==> config.mk <==
export PLATFORM = sky130hd
export DESIGN_NAME = wb_port_arbiter
export DESIGN_NICKNAME = d
export VERILOG_FILES = /design/src/rtl/wb_port_arbiter.sv
export SDC_FILE = /design/constraint.sdc
export NUM_CORES = 1
export LEC_CHECK = 0
export CAP_MARGIN = 10
export CORE_ASPECT_RATIO = 0.9
export CORE_MARGIN = 2
export CORE_UTILIZATION = 45
export DETAILED_ROUTE_END_ITERATION = 8
export GPL_TIMING_DRIVEN = 0
export PLACE_DENSITY_LB_ADDON = 0.08
export SLEW_MARGIN = 40
export SYNTH_ARGS = -nofsm -noshare
export SYNTH_HDL_FRONTEND = slang
export SYNTH_SLANG_ARGS = --single-unit
==> constraint.sdc <==
create_clock -name clk -period 2.19 [get_ports clk]
set_input_delay 0.438 -clock clk [delete_from_list [all_inputs] [get_ports clk]]
set_output_delay 0.438 -clock clk [all_outputs]
set_load 0.03 [all_outputs]
==> src/rtl/wb_port_arbiter.sv <==
// wb_port_arbiter
// Shares the single register-file write port between the in-order pipeline
// writeback stream and an out-of-band multi-cycle unit (mul/div).
// Multi-cycle results wait in a small FIFO and are written in idle writeback
// slots. A head that starves gets a forced one-cycle pipeline stall.
// Younger pipeline writes squash queued results to the same rd, which keeps
// write-after-write ordering intact.
//
// Ports
//   clk, rst_n           clock, synchronous active-low reset
//   wb_regwrt_i          pipeline WB write request
//   wb_alu_to_reg_i      1 = ALU result, 0 = memory result
//   wb_alu_res_i         pipeline ALU result
//   wb_mem_res_i         pipeline memory data
//   wb_rd_i              pipeline destination register
//   mc_valid_i           multi-cycle result offered
//   mc_ready_o           FIFO can accept (combinational)
//   mc_rd_i, mc_data_i   multi-cycle destination / result
//   rf_we_o              register-file write enable (registered)
//   rf_waddr_o           register-file write address (registered)
//   rf_wdata_o           register-file write data (registered)
//   stall_o              freeze IF..WB pipeline registers (registered)
//   fifo_count_o         occupied FIFO slots, valid or squashed
module wb_port_arbiter #(
  parameter int unsigned DEPTH        = 2,
  parameter int unsigned STARVE_LIMIT = 4
) (
  input  logic                     clk,
  input  logic                     rst_n,
  input  logic                     wb_regwrt_i,
  input  logic                     wb_alu_to_reg_i,
  input  logic [31:0]              wb_alu_res_i,
  input  logic [31:0]              wb_mem_res_i,
  input  logic [5:0]               wb_rd_i,
  input  logic                     mc_valid_i,
  output logic                     mc_ready_o,
  input  logic [5:0]               mc_rd_i,
  input  logic [31:0]              mc_data_i,
  output logic                     rf_we_o,
  output logic [5:0]               rf_waddr_o,
  output logic [31:0]              rf_wdata_o,
  output logic                     stall_o,
  output logic [$clog2(DEPTH):0]   fifo_count_o
);

  localparam int unsigned AW = $clog2(DEPTH);
  localparam int unsigned CW = AW + 1;
  localparam int unsigned WW = 4;

  // FIFO storage and bookkeeping
  logic [DEPTH-1:0] vld_q, vld_d;
  logic [5:0]       rd_q  [DEPTH];
  logic [31:0]      dat_q [DEPTH];
  logic [AW-1:0]    rp_q, rp_d;
  logic [AW-1:0]    wp_q, wp_d;
  logic [CW-1:0]    cnt_q, cnt_d;
  logic [WW-1:0]    wait_q, wait_d;

  // Registered outputs
  logic             we_q, we_d;
  logic [5:0]       waddr_q, waddr_d;
  logic [31:0]      wdata_q, wdata_d;
  logic             stall_q, stall_d;

  // Per-cycle decisions
  logic             fifo_empty;
  logic             head_vld;
  logic             push;
  logic             pipe_wr;
  logic             head_wr;
  logic             pop;
  logic             head_squash;
  logic [WW-1:0]    wait_inc;

  assign mc_ready_o   = rst_n & (cnt_q < CW'(DEPTH));
  assign rf_we_o      = we_q;
  assign rf_waddr_o   = waddr_q;
  assign rf_wdata_o   = wdata_q;
  assign stall_o      = stall_q;
  assign fifo_count_o = cnt_q;

  // Grant, squash, FIFO and starvation next-state
  always_comb begin
    vld_d    = vld_q;
    rp_d     = rp_q;
    wp_d     = wp_q;
    cnt_d    = cnt_q;
    wait_d   = wait_q;
    we_d     = 1'b0;
    waddr_d  = waddr_q;
    wdata_d  = wdata_q;
    stall_d  = 1'b0;

    fifo_empty  = (cnt_q == CW'(0));
    head_vld    = !fifo_empty && vld_q[rp_q];
    push        = mc_valid_i && mc_ready_o;
    // During a stall the WB buffer is frozen; its request is re-presented later
    pipe_wr     = !stall_q && wb_regwrt_i;
    head_wr     = head_vld && (stall_q || !wb_regwrt_i);
    // Squashed heads are discarded whether or not the pipeline writes
    pop         = !fifo_empty && (head_wr || !vld_q[rp_q]);
    head_squash = pipe_wr && (rd_q[rp_q] == wb_rd_i);
    wait_inc    = (wait_q == WW'(15)) ? wait_q : wait_q + WW'(1);

    // Port grant
    if (head_wr) begin
      we_d    = 1'b1;
      waddr_d = rd_q[rp_q];
      wdata_d = dat_q[rp_q];
    end else if (pipe_wr) begin
      we_d    = 1'b1;
      waddr_d = wb_rd_i;
      wdata_d = wb_alu_to_reg_i ? wb_alu_res_i : wb_mem_res_i;
    end

    // WAW squash of every queued entry the younger pipeline write supersedes
    if (pipe_wr) begin
      for (int i = 0; i < DEPTH; i++) begin
        if (rd_q[i] == wb_rd_i) vld_d[i] = 1'b0;
      end
    end

    // Push lands in a free slot; it is squashed too if it targets the same rd
    if (push) begin
      vld_d[wp_q] = !(pipe_wr && (mc_rd_i == wb_rd_i));
      wp_d        = wp_q + AW'(1);
    end

    if (pop) rp_d = rp_q + AW'(1);

    cnt_d = cnt_q + CW'(push) - CW'(pop);

    // Starvation tracking: only a valid head left unserved accumulates wait
    if (pop || fifo_empty) begin
      wait_d = '0;
    end else if (head_vld) begin
      wait_d = wait_inc;
      // Skip the stall if this cycle's pipeline write just squashed the head
      if (!stall_q && !head_squash && (wait_inc >= WW'(STARVE_LIMIT))) begin
        stall_d = 1'b1;
      end
    end else begin
      wait_d = '0;
    end
  end

  // State and output registers
  always_ff @(posedge clk) begin
    if (!rst_n) begin
      vld_q   <= '0;
      rp_q    <= '0;
      wp_q    <= '0;
      cnt_q   <= '0;
      wait_q  <= '0;
      we_q    <= 1'b0;
      waddr_q <= '0;
      wdata_q <= '0;
      stall_q <= 1'b0;
      for (int i = 0; i < DEPTH; i++) begin
        rd_q[i]  <= '0;
        dat_q[i] <= '0;
      end
    end else begin
      vld_q   <= vld_d;
      rp_q    <= rp_d;
      wp_q    <= wp_d;
      cnt_q   <= cnt_d;
      wait_q  <= wait_d;
      we_q    <= we_d;
      waddr_q <= waddr_d;
      wdata_q <= wdata_d;
      stall_q <= stall_d;
      if (push) begin
        rd_q[wp_q]  <= mc_rd_i;
        dat_q[wp_q] <= mc_data_i;
      end
    end
  end

endmodule

==> summary.txt <==
STA
  – Post-route clock period utilization: 92.6%
  – FMAX: between 400 and 500 MHz
  – Final Hold Fails: 0
  – Pins over their slew limit: 0
  – RSZ-0062 raised after global routing: no
  – Rel. slew slack: between 50% and 60%
  – Clock Skew: 8.62 ps
  – Worst Tran Pin Value: 645 ps
  – Final min period: 2030 ps
  – Final setup vio count: 0

Die
  – Die span in y: 118 µm
  – Core Box Area: 14,000 µm²
  – Row cnt: 41
  – Initial Util: 46.2%
  – I/O pin cnt: 156
  – Die area: 15,300 µm²
  – Die width: about 130 µm

Hold path
  – Hold Crit Class: input pin to flip-flop

Cells and area
  – Post-route insts no fill: 934
  – Layout area overhead: 36.3%
  – Finished Core Util: 62.9%
  – Sequential Area: 3300 µm²
  – Share of cells above drive strength 1: between 10% and 20%
  – Multi-input logic area: 2890 µm²
  – Fillers: 1,132
  – Final net count: 843

Clock tree
  – H-Tree Depth: 4
  – CTS buffer count: 17
  – Clock transition at path regs: 50 ps
  – TritonCTS clock tree: built
  – Root Buffer: clkbuf_16
  – Post-CTS Hold Buffers: 0
  – Bufs on Longest Clock Path: 2
  – Clock sink total: 127
  – Worst skew pair latency: approximately 420 ps

Run status
  – Outcome: complete, no violations

Setup path
  – Required @ worst endpoint: 1750 ps
  – Worst path bufs/invs: 1
  – Worst path cell trace: clkdlybuf4s50_1
  – Delay of the slowest critical-path stage: about 720 ps
  – Critical path class: flip-flop to primary output
  – Slowest CP cell: clkdlybuf4s50_1
  – Worst setup EP type: primary output
  – Max Fanout on Critical Path: 6
  – Worst path top cell family by delay: buffers and inverters
  – CP Launch Type: flip-flop
  – WP data arrival: 1590 ps

Global routing
  – Pin count of the biggest net entering global routing: 24
  – First-pass GRT wire length: 26,000 µm
  – Antenna violations before repair: 0
  – Congestion Overflow GR: 0
  – Vias in the first global route: 5,071
  – Tot GR Track Use: between 20 and 25%

Routing
  – DRC: 0
  – First-pass DRT Iterations: 4
  – Initial drt markers: 287
  – Routed wire length: 16,600 µm
  – Via total after detailed routing: 4,846
  – Vias per cell: slightly above 5
  – Final ANT Viol Nets: 0
  – Avg WL per Cell: 17.8 µm

Power and ir drop
  – Seq pwr share: about 37%
  – Int Pwr: 5570 µW
  – Peak supply drop: 0.662 mV
  – Clock power share: 34.9%
  – P per Cell Area: 899 nW/µm²
  – Gate power share: 28.3%
  – Leakage: 0.00361 µW
  – NetSw: ~2400 µW
  – Switch share: 29.8%

Logic synthesis
  – Sequential share of the synthesized area: 51.1%
  – #FFs+latches synth: around 130
  – Post-synth EDFFs: 76
  – Main synth FF type: edfxtp_1
  – Synth Area per Inst: 11.6 µm²
  – Async SR Flop Fraction: 0%
  – Post-Syn Nets: 675
  – Total standard cell area after synthesis: between 6000 and 7000 µm²
  – Cell count after synthesis: 559
  – Synth Warn #: 0
  – Yosys cell types: 37

Place
  – DP HPWL: 11,800 µm
  – DP Cell Count: 901
  – Gpl congestion: a little over 0.8
  – IO Port Bufs: 147

Job
  – Max cap viols: 0
[cells in the final DEF, fill, tap and decap left out, types with 2 or more instances in the layout]
master	instances
a211oi_2	2
a21boi_1	7
a21oi_1	21
a21oi_2	48
and2_1	81
buf_12	2
buf_2	17
buf_6	9
bufinv_16	2
clkbuf_1	27
clkbuf_16	17
clkbuf_8	4
clkdlybuf4s50_1	146
clkinv_1	2
clkinv_2	3
dfxtp_1	51
edfxtp_1	76
ha_1	3
inv_1	2
mux2i_1	71
nand2_1	44
nand2_4	2
nand3_1	7
nor2_1	4
nor3_1	4
nor4_1	4
o211a_1	32
o211ai_1	6
o21a_1	3
xnor2_1	6
xor2_1	22
[cells by family (layout without fill, tap and decap cells)]
group	count (synthesis)	after routing	synth area share (%)
compound gates	122	122	15.7
xor+xnor	28	28	3.79
fa+ha+maj	3	3	0.581
buf+inv	52	233	4.45
flops	127	127	51.1
mux	72	72	11.2
other cells	0	1	0
simple gates	155	155	13.1
[registers in the layout, summed over array words and instances (netlist names), named ones only]
name	cells
stall_o	1
rf_waddr_o	6
vld_q	2
dat_q	64
rf_we_o	1
fifo_count_o	2
rd_q	12
rf_wdata_o	32
wp_q	1
rp_q	1
wait_q	4
[final cells by class]
type,count,area share [%]
Sequential cell,127,37.5
Clock inverter,7,0.937
Timing Repair Buffer,149,17.1
Tap cell,193,2.74
Clock buffer,25,5.62
Inverter,2,0.0852
Antenna cell,1,0.0284
Buffer,50,3.18
Multi-Input combinational cell,380,32.8
[cells in the mapped netlist, types with 9 or more instances]
library cell,number,area (µm²)
a21oi_1,21,105
a21oi_2,48,420
and2_1,81,507
buf_2,17,85.1
buf_6,9,101
clkbuf_1,23,86.3
dfxtp_1,51,1020
edfxtp_1,76,2280
mux2i_1,71,711
nand2_1,46,173
o211a_1,32,320
xor2_1,22,193
[layer usage]
layer  vias to the layer above  track usage [%]  share of wire, %
li1                       2328                -                 -
met1                      2356             29.1                45
met2                       147             36.5                48
met3                        15             6.27               6.1
met4                         0             6.65               1.0
met5                         -                0                 0
[power by group through the flow]
| stage | registers, µW | clock network, µW | logic, µW |
|---|---|---|---|
| 2_1_floorplan | 3100 | 0 | 1340 |
| 3_3_place_gp | 2960 | 0 | 2200 |
| 3_5_place_dp | 2960 | 0 | 2250 |
| 4_1_cts | 2920 | 2810 | 2260 |
| 5_1_grt | 2940 | 2910 | 2410 |
| 6_report | 2920 | 2770 | 2240 |
[through the flow]
| step | total power, µW | area [µm²] | worst slack, ps | setup TNS [ps] | hold WS, ps |
|---|---|---|---|---|---|
| floorplan | 4440 | 6460 | 117 | 0 | 474 |
| global placement | 5170 | 8180 | -914 | -71360 | 493 |
| detailed placement | 5210 | 8230 | -148 | -2620 | 527 |
| CTS | 7980 | 8810 | 145 | 0 | 359 |
| global route | 8250 | 8810 | 124 | 0 | 381 |
| finish | 7920 | 8810 | 163 | 0 | 377 |
[worst paths after layout]
| path | from | to | slack (ps) | cells after the start |
|---|---|---|---|---|
| hold / removal | wb_rd_i[0] | rf_waddr_o[0]$_SDFFE_PN0P_ | 380 | 3 |
| hold reg to reg | wp_q$_SDFFE_PN0P_ | wp_q$_SDFFE_PN0P_ | 540 | 2 |
| setup / recovery | fifo_count_o[1]$_SDFF_PN0_ | fifo_count_o[1] | 160 | 1 |
| setup reg to reg | rp_q$_SDFFE_PN0P_ | fifo_count_o[1]$_SDFF_PN0_ | 300 | 8 |
[timing repair]
item                       4_1_cts  5_1_grt
setup buffers                    0        0
gates resized for setup          1        0
setup endpoints to repair        1        0
(Power assumes the default switching activity.)
